`src/rtl/mdu_iterative.sv`:
```
`default_nettype none
// ============================================================================
// Module   : mdu_iterative
// Purpose  : Multi-cycle RV32M multiply/divide unit. Shift-add multiply and
//            restoring divide, one bit per cycle over a 2*XLEN accumulator.
//            Divide-by-zero and signed-overflow cases take a one-cycle path.
//            Valid/ready handshake on both sides; a tag rides along with
//            each request so writeback knows the destination register.
// Options  : `define MDU_FAST_MUL_EN -> multiplies use a single-cycle
//            product (latency 1); results are identical, only latency moves.
// Revision : 1.0 - initial release
// ============================================================================
module mdu_iterative #(
    parameter int XLEN  = 32,
    parameter int TAG_W = 5
) (
    input  logic             CLK,
    input  logic             RESET_N,
    input  logic             IN_VALID,
    output logic             IN_READY,
    input  logic [2:0]       OP,
    input  logic [XLEN-1:0]  DATA1,
    input  logic [XLEN-1:0]  DATA2,
    input  logic [TAG_W-1:0] TAG_IN,
    input  logic             FLUSH,
    output logic             OUT_VALID,
    input  logic             OUT_READY,
    output logic [XLEN-1:0]  RESULT,
    output logic             ZERO,
    output logic [TAG_W-1:0] TAG_OUT
);

    localparam int               CNT_W     = $clog2(XLEN) + 1;
    localparam logic [CNT_W-1:0] LAST_ITER = CNT_W'(XLEN - 1);
    localparam logic [XLEN-1:0]  SMIN      = {1'b1, {(XLEN-1){1'b0}}};

    localparam logic [2:0] OP_MUL    = 3'b000;
    localparam logic [2:0] OP_MULH   = 3'b001;
    localparam logic [2:0] OP_MULHSU = 3'b010;
    localparam logic [2:0] OP_MULHU  = 3'b011;
    localparam logic [2:0] OP_DIV    = 3'b100;
    localparam logic [2:0] OP_DIVU   = 3'b101;
    localparam logic [2:0] OP_REM    = 3'b110;

    typedef enum logic [1:0] {
        S_IDLE = 2'd0,
        S_CALC = 2'd1,
        S_DONE = 2'd2
    } state_t;

    state_t             state_q;
    logic [2:0]         op_q;
    logic [XLEN-1:0]    b_mag_q;
    logic [2*XLEN-1:0]  acc_q;
    logic               prod_neg_q;
    logic               rem_neg_q;
    logic [CNT_W-1:0]   cnt_q;
    logic [XLEN-1:0]    result_q;
    logic               zero_q;
    logic [TAG_W-1:0]   tag_q;
    logic               out_valid_q;

    // Accept-side decode
    logic               a_signed, b_signed;
    logic               a_neg_d, b_neg_d;
    logic [XLEN-1:0]    a_mag_d, b_mag_d;
    logic               div_zero, div_ovf;
    logic               fast_d;
    logic [XLEN-1:0]    fast_res_d;
`ifdef MDU_FAST_MUL_EN
    logic [2*XLEN-1:0]  prod_full;
`endif

    // Iteration datapath
    logic [XLEN:0]      mul_sum;
    logic [XLEN:0]      rem_sh;
    logic               rem_ge;
    logic [XLEN-1:0]    rem_diff;
    logic [2*XLEN-1:0]  acc_d;
    logic [2*XLEN-1:0]  prod_signed;
    logic [XLEN-1:0]    quo_signed;
    logic [XLEN-1:0]    rem_signed;
    logic [XLEN-1:0]    res_d;

    assign IN_READY  = (state_q == S_IDLE);
    assign OUT_VALID = out_valid_q;
    assign RESULT    = result_q;
    assign ZERO      = zero_q;
    assign TAG_OUT   = tag_q;

    // Convert incoming operands to magnitudes and spot divide corner cases.
    always_comb begin
        a_signed   = (OP == OP_MULH) || (OP == OP_MULHSU) || (OP == OP_DIV) || (OP == OP_REM);
        b_signed   = (OP == OP_MULH) || (OP == OP_DIV) || (OP == OP_REM);
        a_neg_d    = a_signed & DATA1[XLEN-1];
        b_neg_d    = b_signed & DATA2[XLEN-1];
        a_mag_d    = a_neg_d ? -DATA1 : DATA1;
        b_mag_d    = b_neg_d ? -DATA2 : DATA2;
        div_zero   = OP[2] && (DATA2 == '0);
        // Only signed DIV/REM (OP[0]==0) can overflow.
        div_ovf    = OP[2] && !OP[0] && (DATA1 == SMIN) && (DATA2 == '1);
        fast_d     = div_zero || div_ovf;
        fast_res_d = '0;
        if (div_zero) begin
            fast_res_d = OP[1] ? DATA1 : '1;
        end else if (div_ovf) begin
            fast_res_d = OP[1] ? '0 : DATA1;
        end
`ifdef MDU_FAST_MUL_EN
        prod_full = {{XLEN{1'b0}}, a_mag_d} * {{XLEN{1'b0}}, b_mag_d};
        if (a_neg_d ^ b_neg_d) begin
            prod_full = -prod_full;
        end
        if (!OP[2]) begin
            fast_d     = 1'b1;
            fast_res_d = (OP == OP_MUL) ? prod_full[XLEN-1:0] : prod_full[2*XLEN-1:XLEN];
        end
`endif
    end

    // One multiply or divide step, plus sign correction of the step's output.
    always_comb begin
        // Multiply: low half holds the multiplier, add multiplicand into the
        // high half when the current multiplier bit is set, then shift right.
        mul_sum  = {1'b0, acc_q[2*XLEN-1:XLEN]} + (acc_q[0] ? {1'b0, b_mag_q} : '0);
        // Divide: high half is the partial remainder, low half shifts the
        // dividend out and the quotient in.
        rem_sh   = acc_q[2*XLEN-1:XLEN-1];
        rem_ge   = (rem_sh >= {1'b0, b_mag_q});
        rem_diff = rem_sh[XLEN-1:0] - b_mag_q;
        if (op_q[2]) begin
            acc_d = {(rem_ge ? rem_diff : rem_sh[XLEN-1:0]), acc_q[XLEN-2:0], rem_ge};
        end else begin
            acc_d = {mul_sum, acc_q[XLEN-1:1]};
        end
        prod_signed = prod_neg_q ? -acc_d : acc_d;
        quo_signed  = prod_neg_q ? -acc_d[XLEN-1:0] : acc_d[XLEN-1:0];
        rem_signed  = rem_neg_q ? -acc_d[2*XLEN-1:XLEN] : acc_d[2*XLEN-1:XLEN];
        case (op_q)
            OP_MUL:                      res_d = prod_signed[XLEN-1:0];
            OP_MULH, OP_MULHSU, OP_MULHU: res_d = prod_signed[2*XLEN-1:XLEN];
            OP_DIV, OP_DIVU:             res_d = quo_signed;
            default:                     res_d = rem_signed;
        endcase
    end

    // Control FSM and all datapath registers.
    always_ff @(posedge CLK or negedge RESET_N) begin
        if (!RESET_N) begin
            state_q     <= S_IDLE;
            op_q        <= '0;
            b_mag_q     <= '0;
            acc_q       <= '0;
            prod_neg_q  <= 1'b0;
            rem_neg_q   <= 1'b0;
            cnt_q       <= '0;
            result_q    <= '0;
            zero_q      <= 1'b1;
            tag_q       <= '0;
            out_valid_q <= 1'b0;
        end else if (FLUSH) begin
            state_q     <= S_IDLE;
            out_valid_q <= 1'b0;
        end else begin
            case (state_q)
                S_IDLE: begin
                    if (IN_VALID) begin
                        op_q       <= OP;
                        b_mag_q    <= b_mag_d;
                        prod_neg_q <= a_neg_d ^ b_neg_d;
                        rem_neg_q  <= a_neg_d;
                        tag_q      <= TAG_IN;
                        cnt_q      <= '0;
                        // Fast-path results wait in the accumulator for
                        // one cycle before being presented.
                        acc_q      <= {{XLEN{1'b0}}, (fast_d ? fast_res_d : a_mag_d)};
                        state_q    <= fast_d ? S_DONE : S_CALC;
                    end
                end
                S_CALC: begin
                    acc_q <= acc_d;
                    cnt_q <= cnt_q + 1'b1;
                    if (cnt_q == LAST_ITER) begin
                        result_q    <= res_d;
                        zero_q      <= (res_d == '0);
                        out_valid_q <= 1'b1;
                        state_q     <= S_DONE;
                    end
                end
                S_DONE: begin
                    if (!out_valid_q) begin
                        result_q    <= acc_q[XLEN-1:0];
                        zero_q      <= (acc_q[XLEN-1:0] == '0);
                        out_valid_q <= 1'b1;
                    end else if (OUT_READY) begin
                        out_valid_q <= 1'b0;
                        state_q     <= S_IDLE;
                    end
                end
                default: begin
                    state_q     <= S_IDLE;
                    out_valid_q <= 1'b0;
                end
            endcase
        end
    end

endmodule
`default_nettype wire

```
`config.mk`:
```
export PLATFORM = sky130hd
export DESIGN_NAME = mdu_iterative
export DESIGN_NICKNAME = d
export VERILOG_FILES = /design/src/rtl/mdu_iterative.sv
export SDC_FILE = /design/constraint.sdc
export NUM_CORES = 1
export LEC_CHECK = 0
export CAP_MARGIN = 10
export CORE_MARGIN = 2
export CORE_UTILIZATION = 30
export DETAILED_ROUTE_END_ITERATION = 12
export SETUP_SLACK_MARGIN = 0.2
export SLEW_MARGIN = 5
export SYNTH_ARGS = -nofsm -noshare
export SYNTH_HDL_FRONTEND = slang
export SYNTH_SLANG_ARGS = --single-unit
```
`constraint.sdc`:
```
create_clock -name CLK -period 11 [get_ports CLK]
set_input_delay 2.2 -clock CLK [delete_from_list [all_inputs] [get_ports CLK]]
set_output_delay 2.2 -clock CLK [all_outputs]
set_load 0.005 [all_outputs]
```
==> results of run 1 <==
layout by cell type (no fill, tap or decap), drive strengths merged, types with 8 or more instances in the layout:
cell	netlist	routed
a211o	9	9
a211oi	21	21
a21o	31	31
a21oi	214	214
a221oi	10	10
a22o	18	18
a31oi	32	32
and2	48	48
and3	15	15
buf	28	39
clkbuf	113	17
clkdlybuf4s50	0	115
dfrtp	147	147
ha	73	73
inv	75	81
mux2	21	21
mux2i	56	56
nand2	277	277
nand2b	16	16
nand3	43	43
nand4	38	38
nor2	216	216
nor2b	12	12
nor3	75	75
nor3b	8	8
nor4	19	19
o211ai	31	31
o21a	19	19
o21ai	231	231
o22a	18	18
o22ai	16	16
o31ai	27	27
o41ai	15	15
or2	11	11
or3	26	26
or4	20	20
xnor2	71	71
xor2	48	48
sequential cells by signal (all words and copies together), names as in the netlist:
| signal | flops |
|---|---|
| acc_q | 64 |
| RESULT | 32 |
| b_mag_q | 32 |
| cnt_q | 6 |
| TAG_OUT | 5 |
| op_q | 3 |
| state_q | 2 |
| OUT_VALID | 1 |
| ZERO | 1 |
| prod_neg_q | 1 |
| rem_neg_q | 1 |
cell families after synthesis:
group,Yosys count
mux,77
simple gates,859
flops,148
compound gates,784
buf+inv,217
xor+xnor,119
fa+ha+maj,75
per-layer routing:
layer	share of wire (%)	GRT usage [%]
met2	44	39.5
met1	43	35.3
met4	4.2	10.9
met5	0.017	0
met3	8.9	4.52
final timing paths:
kind / start / to / slack, ns / cells after the start
worst max-delay path: b_mag_q[26] / ZERO / 3.59 / 23
worst min-delay path: RESULT[16] / RESULT[16] / 0.47 / 1
worst max register to register: b_mag_q[26] / ZERO / 3.59 / 23
worst min register to register: RESULT[16] / RESULT[16] / 0.47 / 1
max in group asynchronous: RESET_N / op_q[2] / 7.23 / 3
min in group asynchronous: RESET_N / RESULT[5] / 1.66 / 1
worst max-delay path: cells and delay by family, from the launching register on:
family                     cells  cell delay (ns)
AOI/OAI and AO/OA              7             1.42
adders and majority gates      2             0.73
buffers and inverters          1             0.05
DFF                            1             0.37
and+or+nand+nor               13             4.75
cell type report:
class | instances | area, um2 | area share, %
antenna | 1 | 2.50 | 0.0132
clock buffer | 17 | 425 | 2.25
clock inverter | 15 | 146 | 0.773
inverter | 76 | 285 | 1.51
multi-input combinational | 1914 | 12000 | 63.6
sequential | 148 | 3710 | 19.6
tap | 704 | 881 | 4.65
timing repair buffer | 154 | 1450 | 7.65
metrics by stage:
stage | hold slack [ns] | util [%] | worst slack [ns]
3_5_place_dp | 0.465 | 33.5 | 3.74
6_report | 0.475 | 34.5 | 3.59
2_1_floorplan | 0.464 | - | 5.12
5_1_grt | 0.498 | 34.5 | 3.38
3_3_place_gp | 0.465 | 33.4 | 3.75
4_1_cts | 0.479 | 34.5 | 3.93
==> flow_results.xml, run 1 <==
<?xml version="1.0" encoding="UTF-8"?>
<metrics>
  <group name="floorplan">
    <metric name="initial_utilization" unit="%">30.2</metric>
    <metric name="boundaryPins" unit="">117</metric>
    <metric name="vertical_die_dimension" unit="um">239</metric>
    <metric name="die_area" unit="um2">57200</metric>
    <metric name="core" unit="um2">54900</metric>
    <metric name="fp.dieW" unit="um">239</metric>
    <metric name="number_of_standard_cell_rows_in_the_floorplan" unit="">86</metric>
  </group>
  <group name="synthesis">
    <metric name="edff_count_synth" unit="">0</metric>
    <metric name="synthesis.yosys.warnings" unit="">0</metric>
    <metric name="synth.area.top_cells" unit="">dfrtp_1 22%, o21ai_0 6.5%, a21oi_1 6.3%</metric>
    <metric name="yosysMostFrequentCell" unit="">nand2_1</metric>
    <metric name="synth.avg_cell_area" unit="um2">7.27</metric>
    <metric name="synth_xor_area_share" unit="%">6.29</metric>
    <metric name="synth_top_family_by_area" unit="">compound AO/OA/AOI/OAI gates</metric>
    <metric name="ys_dominant_reg_cell" unit="">dfrtp_1</metric>
    <metric name="synth_area" unit="um2">16600</metric>
    <metric name="ys_seq_elements" unit="">148</metric>
    <metric name="yosys.area.top_type" unit="">dfrtp_1</metric>
    <metric name="compound_gate_fraction_of_synth_area" unit="%">30.3</metric>
    <metric name="asyncSetResetFlopFracSynth" unit="%">100</metric>
    <metric name="synth.top_cell.area_share" unit="%">22.2</metric>
    <metric name="yosys-top-cells-count" unit="">277 x nand2_1, 216 x nor2_1, 215 x o21ai_0, 210 x a21oi_1, 147 x dfrtp_1</metric>
    <metric name="post_synth_and_or_nand_nor_area_fraction" unit="%">25.3</metric>
    <metric name="seq_area_frac_synth" unit="%">22.3</metric>
    <metric name="muxShareOfSynthArea" unit="%">4.83</metric>
    <metric name="synth_nets" unit="">2431</metric>
    <metric name="synthDistinctLibCells" unit="">105</metric>
    <metric name="syn-instance-count" unit="">2279</metric>
    <metric name="synth_adder_area_share" unit="%">5.75</metric>
  </group>
  <group name="drt">
    <metric name="via_total_after_detailed_routing" unit="">18770</metric>
    <metric name="dr.pass1.iters" unit="">6</metric>
    <metric name="routed_wire_length_per_instance" unit="um">24.5</metric>
    <metric name="totalWireLength" unit="um">74400</metric>
    <metric name="ant_nets" unit="">0</metric>
    <metric name="via_per_inst" unit="">6.20</metric>
    <metric name="post-route-drc-count" unit="">0</metric>
    <metric name="drt_iter0_drc" unit="">2329</metric>
  </group>
  <group name="place">
    <metric name="placement.cell_area" unit="um2">18400</metric>
    <metric name="portBuffers" unit="">116</metric>
    <metric name="gp_congestion" unit="">1.01</metric>
    <metric name="place_inst" unit="">2996</metric>
    <metric name="place.detailed.hpwl" unit="um">57100</metric>
  </group>
  <group name="timing">
    <metric name="setup_repair_after_global_routing_missed_its_margin" unit="">false</metric>
    <metric name="maxSlewHeadroom" unit="%">24.7</metric>
    <metric name="fmaxAchievable" unit="MHz">135</metric>
    <metric name="timing.final.hold_violations" unit="">0</metric>
    <metric name="fin_crit_sh" unit="%">67.3</metric>
    <metric name="tmin_final" unit="ns">7.41</metric>
    <metric name="drv_slew" unit="">0</metric>
    <metric name="number_of_failing_setup_endpoints_in_the_final_timing_report" unit="">0</metric>
    <metric name="setup_total_negative_slack" unit="ns">0</metric>
    <metric name="timing_worst_slew_pin_value" unit="ns">1.11</metric>
    <metric name="fin_worst_skew" unit="ns">0.0208</metric>
  </group>
  <group name="global_route">
    <metric name="grt_remaining_overflow" unit="">0</metric>
    <metric name="maximum_number_of_pins_on_one_net_before_global_route_repair" unit="">80</metric>
    <metric name="first_global_vias" unit="">17489</metric>
    <metric name="grt_antenna_before_repair" unit="">3</metric>
    <metric name="grt_first_pass_wirelength" unit="um">112000</metric>
    <metric name="grt_usage" unit="%">25.7</metric>
  </group>
  <group name="cells_and_area">
    <metric name="post_route_cells_drive_above_1_share" unit="%">6.07</metric>
    <metric name="final_cell_count_no_fill" unit="">3029</metric>
    <metric name="finalInstanceArea" unit="um2">18900</metric>
    <metric name="fillerInstances" unit="">5848</metric>
    <metric name="area_growth_syn_to_layout" unit="%">14.2</metric>
    <metric name="layout.nets" unit="">2463</metric>
  </group>
  <group name="setup_path">
    <metric name="cpMaxStageDelayCell" unit="">or3b_1</metric>
    <metric name="end_kind" unit="">flop</metric>
    <metric name="worstPathMaxFanout" unit="">17</metric>
    <metric name="startpoint_type" unit="">flop</metric>
    <metric name="cp_data_arrival_time" unit="ns">7.80</metric>
    <metric name="cell_repeated_most_along_the_worst_path" unit="">nor2_1</metric>
    <metric name="crit_path_cell_trace" unit="">inv_1 -&gt; ha_1 -&gt; and3_1 -&gt; o211ai_1 -&gt; o211ai_1 -&gt; or3b_1 -&gt; nor2_1 -&gt; nor2_1 -&gt; a21oi_1 -&gt; ha_1 -&gt; nand3_1 -&gt; nor3_1 -&gt; nand4_1 -&gt; and3_1 -&gt; o21ai_0 -&gt; o221ai_1 -&gt; nor2_1 -&gt; o2111ai_1 -&gt; or4_1 -&gt; or4_1 -&gt; nor4_1 -&gt; nand4_1 -&gt; o31ai_2</metric>
    <metric name="critical-path-max-stage-delay" unit="ns">0.75</metric>
    <metric name="start_to_end_type_of_the_worst_setup_path" unit="">reg2reg</metric>
    <metric name="timing.critical_path.required" unit="ns">11.40</metric>
  </group>
  <group name="clock_network">
    <metric name="cts_setup_buffers" unit="">0</metric>
    <metric name="clock_root_cell" unit="">clkbuf_16</metric>
    <metric name="cts_made_buffers" unit="">17</metric>
    <metric name="ctsHtreeMaxLevel" unit="">4</metric>
    <metric name="cts.path.max_buffers" unit="">2</metric>
    <metric name="cts_resized" unit="">0</metric>
    <metric name="tritoncts" unit="">built</metric>
    <metric name="clkLatencyLatePin" unit="ns">0.48</metric>
    <metric name="clock_sinks" unit="">148</metric>
    <metric name="hold_buffers" unit="">0</metric>
    <metric name="clkSlewWorstSetupHoldPaths" unit="ns">0.08</metric>
  </group>
  <group name="outcome">
    <metric name="outcome" unit="">finished clean</metric>
  </group>
  <group name="hold_path">
    <metric name="hold_class" unit="">reg2reg</metric>
  </group>
  <group name="flow_run">
    <metric name="max-cap-violations" unit="">0</metric>
  </group>
</metrics>
Power of run 1 is left out: the tool's default activity adds up to more than one toggle a clock period on the data nets, which glitch-free logic cannot reach.
==> run 2: changes to the inputs <==
==> constraint.sdc (replaced) <==
create_clock -name CLK -period 7.2 [get_ports CLK]
set_input_delay 1.44 -clock CLK [delete_from_list [all_inputs] [get_ports CLK]]
set_output_delay 1.44 -clock CLK [all_outputs]
set_load 0.005 [all_outputs]
==> flow_results.xml, run 2 (synthesis results as in run 1) <==
<?xml version="1.0" encoding="UTF-8"?>
<metrics>
  <group name="drt">
    <metric name="routed_wire_length_per_instance" unit="um">24.2</metric>
    <metric name="via_total_after_detailed_routing" unit="">18917</metric>
    <metric name="dr.pass1.iters" unit="">6</metric>
    <metric name="totalWireLength" unit="um">74700</metric>
    <metric name="via_per_inst" unit="">6.14</metric>
    <metric name="post-route-drc-count" unit="">0</metric>
    <metric name="ant_nets" unit="">0</metric>
    <metric name="drt_iter0_drc" unit="">2377</metric>
  </group>
  <group name="timing">
    <metric name="fin_worst_skew" unit="ns">0.0130</metric>
    <metric name="fmaxAchievable" unit="MHz">149</metric>
    <metric name="timing.final.hold_violations" unit="">0</metric>
    <metric name="number_of_failing_setup_endpoints_in_the_final_timing_report" unit="">0</metric>
    <metric name="tmin_final" unit="ns">6.73</metric>
    <metric name="drv_slew" unit="">0</metric>
    <metric name="fin_crit_sh" unit="%">93.4</metric>
    <metric name="setup_repair_after_global_routing_missed_its_margin" unit="">false</metric>
    <metric name="setup_total_negative_slack" unit="ns">0</metric>
    <metric name="timing_worst_slew_pin_value" unit="ns">1.07</metric>
    <metric name="maxSlewHeadroom" unit="%">27.9</metric>
  </group>
  <group name="clock_network">
    <metric name="ctsHtreeMaxLevel" unit="">4</metric>
    <metric name="clkLatencyLatePin" unit="ns">0.48</metric>
    <metric name="clkSlewWorstSetupHoldPaths" unit="ns">0.07</metric>
    <metric name="cts_made_buffers" unit="">17</metric>
    <metric name="clock_sinks" unit="">148</metric>
    <metric name="cts.path.max_buffers" unit="">2</metric>
    <metric name="clock_root_cell" unit="">clkbuf_16</metric>
    <metric name="hold_buffers" unit="">0</metric>
    <metric name="tritoncts" unit="">built</metric>
  </group>
  <group name="setup_path">
    <metric name="timing.critical_path.required" unit="ns">7.58</metric>
    <metric name="setup.reg_to_reg.worst_slack" unit="ns">0.47</metric>
    <metric name="worstPathMaxFanout" unit="">13</metric>
    <metric name="crit-reg2reg-capture" unit="">ZERO</metric>
    <metric name="cp_data_arrival_time" unit="ns">7.11</metric>
    <metric name="worst-r2r-cell-count" unit="">21</metric>
    <metric name="end_kind" unit="">flop</metric>
    <metric name="start_to_end_type_of_the_worst_setup_path" unit="">reg2reg</metric>
    <metric name="worstReg2RegStart" unit="">acc_q[37]</metric>
    <metric name="startpoint_type" unit="">flop</metric>
  </group>
  <group name="floorplan">
    <metric name="vertical_die_dimension" unit="um">239</metric>
    <metric name="die_area" unit="um2">57200</metric>
    <metric name="number_of_standard_cell_rows_in_the_floorplan" unit="">86</metric>
    <metric name="initial_utilization" unit="%">30.2</metric>
    <metric name="fp.dieW" unit="um">239</metric>
    <metric name="boundaryPins" unit="">117</metric>
    <metric name="core" unit="um2">54900</metric>
  </group>
  <group name="global_route">
    <metric name="first_global_vias" unit="">17963</metric>
    <metric name="maximum_number_of_pins_on_one_net_before_global_route_repair" unit="">80</metric>
    <metric name="grt_antenna_before_repair" unit="">0</metric>
    <metric name="grt_usage" unit="%">25.8</metric>
    <metric name="grt_remaining_overflow" unit="">0</metric>
    <metric name="grt_first_pass_wirelength" unit="um">112000</metric>
  </group>
  <group name="cells_and_area">
    <metric name="post_route_cells_drive_above_1_share" unit="%">8.24</metric>
    <metric name="mostFrequentLayoutCell" unit="">nand2_1</metric>
    <metric name="layout.nets" unit="">2518</metric>
    <metric name="regMostFlops" unit="">acc_q</metric>
    <metric name="mostFrequentLayoutCells" unit="">276 x nand2_1, 216 x nor2_1, 215 x o21ai_0</metric>
    <metric name="largest_reg_flops" unit="">64</metric>
    <metric name="antenna-diode-count" unit="">0</metric>
    <metric name="fillerInstances" unit="">5869</metric>
    <metric name="area_growth_syn_to_layout" unit="%">17.1</metric>
  </group>
  <group name="hold_path">
    <metric name="holdPathEnd" unit="">RESULT[0]</metric>
    <metric name="hold_class" unit="">reg2reg</metric>
    <metric name="timing.hold.worst_path_depth" unit="">2</metric>
    <metric name="hold_path.startpoint" unit="">RESULT[0]</metric>
  </group>
  <group name="place">
    <metric name="portBuffers" unit="">116</metric>
    <metric name="place.detailed.hpwl" unit="um">57700</metric>
    <metric name="gp_congestion" unit="">1.01</metric>
  </group>
  <group name="flow_run">
    <metric name="max-cap-violations" unit="">0</metric>
  </group>
  <group name="outcome">
    <metric name="outcome" unit="">finished clean</metric>
  </group>
</metrics>
run 2: how the worst max path moves through the flow:
stage,from,end,slack (ns),depth (start not counted)
4_1_cts,acc_q[52],ZERO,0.41,21
2_1_floorplan,op_q[2],ZERO,1.32,22
3_3_place_gp,acc_q[53],ZERO,0.44,21
5_1_grt,acc_q[49],ZERO,0.24,22
6_report,acc_q[37],ZERO,0.47,21
3_5_place_dp,acc_q[53],ZERO,0.45,21
run 2: critical path: stages, from the launching register on:
cell and delay (ns):
dfrtp_1 0.42, ha_1 0.36, a21oi_1 0.36, o21ai_1 0.23, a221o_1 0.44, o21ai_2 0.83, nand2_1 0.16, nand2_1 0.13
a31oi_1 0.10, inv_1 0.11, ha_1 0.29, and3_1 0.32, and3_1 0.31, nand3_1 0.21, or3_1 0.48, o21ai_1 0.15
o211ai_1 0.19, or4_1 0.56, nor4_1 0.45, buf_4 0.20, nand4_1 0.11, o31ai_2 0.21
run 2: cell type report:
type	count	area [um2]	area share, %
sequential	148	3710	19.1
clock inverter	12	155	0.799
clock buffer	19	443	2.28
multi-input combinational	1914	12100	62.2
timing repair buffer	209	1870	9.65
tap	704	881	4.54
inverter	76	285	1.47
run 2: what timing repair did:
action | 4_1_cts | 5_1_grt
setup endpoints to repair | 0 | 1
resized for setup | 0 | 4
setup buffers | 0 | 2
run 2: per-stage QoR:
step | utilization [%] | std cells | worst slack (ns) | area [um2] | hold slack [ns]
floorplan | - | 2279 | 1.32 | 16600 | 0.464
global placement | 34.2 | 3049 | 0.437 | 18800 | 0.465
detailed placement | 34.2 | 3049 | 0.450 | 18800 | 0.471
CTS | 35.3 | 3080 | 0.407 | 19400 | 0.486
global route | 35.4 | 3082 | 0.238 | 19400 | 0.504
finish | 35.4 | 3082 | 0.472 | 19400 | 0.477
run 2: routing by layer:
| layer | up-vias | part of all wire (%) | track usage, % |
|---|---|---|---|
| li1 | 8571 | - | - |
| met1 | 9113 | 43 | 34.7 |
| met2 | 1050 | 45 | 40.6 |
| met3 | 183 | 8.6 | 4.45 |
| met4 | 0 | 3.9 | 10.6 |
| met5 | - | 0 | 0 |
Power of run 2 is left out for the same reason.
==> run 3: changes to the inputs <==
--- a/config.mk
+++ b/config.mk
@@ -9,6 +9,7 @@
 export CORE_MARGIN = 2
 export CORE_UTILIZATION = 30
 export DETAILED_ROUTE_END_ITERATION = 12
+export MAX_ROUTING_LAYER = met4
 export SETUP_SLACK_MARGIN = 0.2
 export SLEW_MARGIN = 5
 export SYNTH_ARGS = -nofsm -noshare
==> flow_results.xml, run 3 (synthesis results as in run 1) <==
<?xml version="1.0" encoding="UTF-8"?>
<metrics>
  <group name="outcome">
    <metric name="outcome" unit="">finished clean</metric>
  </group>
  <group name="setup_path">
    <metric name="worstReg2RegStart" unit="">acc_q[52]</metric>
    <metric name="critical-path-max-stage-delay" unit="ns">0.89</metric>
    <metric name="startpoint_type" unit="">flop</metric>
    <metric name="start_to_end_type_of_the_worst_setup_path" unit="">reg2reg</metric>
    <metric name="timing.critical_path.required" unit="ns">7.59</metric>
    <metric name="worstPathMaxFanout" unit="">16</metric>
    <metric name="cpMaxStageDelayCell" unit="">nor4b_4</metric>
    <metric name="worst_path_dominant_cell_family" unit="">simple AND/OR/NAND/NOR gates</metric>
    <metric name="critPathBufInv" unit="">3</metric>
    <metric name="setup.reg_to_reg.worst_slack" unit="ns">0.46</metric>
    <metric name="end_kind" unit="">flop</metric>
    <metric name="cp_data_arrival_time" unit="ns">7.12</metric>
    <metric name="worst_setup_path_startpoint" unit="">acc_q[52]</metric>
    <metric name="crit_path_cell_trace" unit="">ha_1 -&gt; nand4_1 -&gt; nor4_1 -&gt; o21ai_2 -&gt; a31oi_1 -&gt; a22oi_1 -&gt; nor4b_4 -&gt; nand3_1 -&gt; or3_1 -&gt; buf_4 -&gt; o211a_1 -&gt; a311oi_1 -&gt; buf_4 -&gt; nand4b_1 -&gt; nor4_2 -&gt; buf_4 -&gt; nand4_1 -&gt; o31ai_2</metric>
    <metric name="cell_repeated_most_along_the_worst_path" unit="">buf_4</metric>
    <metric name="worst-r2r-cell-count" unit="">18</metric>
    <metric name="crit-reg2reg-capture" unit="">ZERO</metric>
  </group>
  <group name="cells_and_area">
    <metric name="final_cell_count_no_fill" unit="">3087</metric>
    <metric name="antenna-diode-count" unit="">0</metric>
    <metric name="largest_reg_flops" unit="">64</metric>
    <metric name="layout.nets" unit="">2522</metric>
    <metric name="regMostFlops" unit="">acc_q</metric>
    <metric name="fillerInstances" unit="">5824</metric>
    <metric name="post_route_cells_drive_above_1_share" unit="%">8.43</metric>
    <metric name="mostFrequentLayoutCell" unit="">nand2_1</metric>
    <metric name="area_growth_syn_to_layout" unit="%">17.0</metric>
    <metric name="mostFrequentLayoutCells" unit="">276 x nand2_1, 216 x nor2_1, 215 x o21ai_0</metric>
  </group>
  <group name="drt">
    <metric name="ant_nets" unit="">0</metric>
    <metric name="via_total_after_detailed_routing" unit="">18738</metric>
    <metric name="dr.pass1.iters" unit="">6</metric>
    <metric name="post-route-drc-count" unit="">0</metric>
    <metric name="routed_wire_length_per_instance" unit="um">23.9</metric>
    <metric name="totalWireLength" unit="um">73800</metric>
    <metric name="drt_iter0_drc" unit="">2019</metric>
    <metric name="via_per_inst" unit="">6.07</metric>
  </group>
  <group name="clock_network">
    <metric name="cts_made_buffers" unit="">17</metric>
    <metric name="clkSlewWorstSetupHoldPaths" unit="ns">0.08</metric>
    <metric name="hold_buffers" unit="">0</metric>
    <metric name="clkLatencyLatePin" unit="ns">0.47</metric>
    <metric name="tritoncts" unit="">built</metric>
    <metric name="clock_sinks" unit="">148</metric>
    <metric name="clock_root_cell" unit="">clkbuf_16</metric>
    <metric name="cts.path.max_buffers" unit="">2</metric>
    <metric name="ctsHtreeMaxLevel" unit="">4</metric>
  </group>
  <group name="floorplan">
    <metric name="core" unit="um2">54900</metric>
    <metric name="vertical_die_dimension" unit="um">239</metric>
    <metric name="boundaryPins" unit="">117</metric>
    <metric name="fp.dieW" unit="um">239</metric>
    <metric name="number_of_standard_cell_rows_in_the_floorplan" unit="">86</metric>
    <metric name="die_area" unit="um2">57200</metric>
    <metric name="initial_utilization" unit="%">30.2</metric>
  </group>
  <group name="timing">
    <metric name="fin_worst_skew" unit="ns">0.0106</metric>
    <metric name="drv_slew" unit="">0</metric>
    <metric name="number_of_failing_setup_endpoints_in_the_final_timing_report" unit="">0</metric>
    <metric name="setup_total_negative_slack" unit="ns">0</metric>
    <metric name="fin_crit_sh" unit="%">93.6</metric>
    <metric name="timing_worst_slew_pin_value" unit="ns">0.944</metric>
    <metric name="fmaxAchievable" unit="MHz">148</metric>
    <metric name="tmin_final" unit="ns">6.74</metric>
    <metric name="maxSlewHeadroom" unit="%">36.7</metric>
    <metric name="setup_repair_after_global_routing_missed_its_margin" unit="">false</metric>
    <metric name="timing.final.hold_violations" unit="">0</metric>
  </group>
  <group name="hold_path">
    <metric name="holdPathEnd" unit="">RESULT[26]</metric>
    <metric name="hold_path.startpoint" unit="">RESULT[26]</metric>
    <metric name="hold_class" unit="">reg2reg</metric>
    <metric name="timing.hold.worst_path_depth" unit="">2</metric>
  </group>
  <group name="place">
    <metric name="place_inst" unit="">3054</metric>
    <metric name="gp_congestion" unit="">0.990</metric>
    <metric name="place.detailed.hpwl" unit="um">57300</metric>
    <metric name="portBuffers" unit="">116</metric>
  </group>
  <group name="global_route">
    <metric name="grt_first_pass_wirelength" unit="um">111000</metric>
    <metric name="grt_remaining_overflow" unit="">0</metric>
    <metric name="grt_usage" unit="%">26.2</metric>
    <metric name="first_global_vias" unit="">17465</metric>
    <metric name="grt_antenna_before_repair" unit="">1</metric>
    <metric name="maximum_number_of_pins_on_one_net_before_global_route_repair" unit="">80</metric>
  </group>
  <group name="flow_run">
    <metric name="max-cap-violations" unit="">0</metric>
  </group>
</metrics>
==> run 3: cell types whose count changed in the layout (fill, tap and decap cells not counted), moves of 2 or more <==
cell	before	now
buf_4	92	95
bufinv_16	3	0
clkinv_2	3	1
inv_6	2	6
inv_8	0	4
==> run 3: layout make-up <==
class                   instances  area, um2  area share, %
well taps                     704        881           4.54
clock inverters                15        136          0.703
repair buffers                213       1910           9.83
flip-flops and latches        148       3710           19.1
clock buffers                  17        425           2.19
multi-input cells            1914      12000           62.1
inverters                      76        285           1.47
==> run 3: worst register-to-register path, stage by stage (launching register included) <==
cell      delay, ns
dfrtp_1        0.44
ha_1           0.49
nand4_1        0.25
nor4_1         0.75
o21ai_2        0.47
a31oi_1        0.37
a22oi_1        0.32
nor4b_4        0.89
nand3_1        0.38
or3_1          0.45
buf_4          0.16
o211a_1        0.22
a311oi_1       0.43
buf_4          0.20
nand4b_1       0.10
nor4_2         0.28
buf_4          0.18
nand4_1        0.10
o31ai_2        0.18
==> run 3: worst max-delay path by stage <==
| stage | end | slack, ns | cells after the start |
|---|---|---|---|
| detailed placement | ZERO | 0.51 | 24 |
| CTS | ZERO | 0.45 | 24 |
| finish | ZERO | 0.46 | 18 |
| global placement | ZERO | 0.46 | 24 |
| floorplan | ZERO | 1.32 | 22 |
| global route | ZERO | 0.26 | 25 |
==> run 3: metrics by stage <==
stage	util (%)	hold WS, ns	instance area (um2)	worst slack (ns)
2_1_floorplan	-	0.464	16600	1.32
3_3_place_gp	34.3	0.462	18800	0.463
3_5_place_dp	34.3	0.470	18800	0.514
4_1_cts	35.3	0.484	19400	0.454
5_1_grt	35.3	0.505	19400	0.257
6_report	35.3	0.479	19400	0.463
==> run 3: per-layer routing <==
layer | share of wire [%] | vias up | GRT usage, %
met3 | 8.6 | 160 | 4.13
met5 | 0 | - | -
met1 | 43 | 8953 | 35.0
li1 | - | 8576 | -
met2 | 44 | 1049 | 39.8
met4 | 4.0 | 0 | 10.3
==> run 3: what timing repair did <==
| item | in CTS | in global routing |
|---|---|---|
| endpoints found under the setup margin | 0 | 1 |
| resized for setup | 0 | 3 |
| endpoints found under the hold margin | 0 | 0 |
| buffers inserted | 0 | 1 |
Power of run 3 is left out for the same reason.
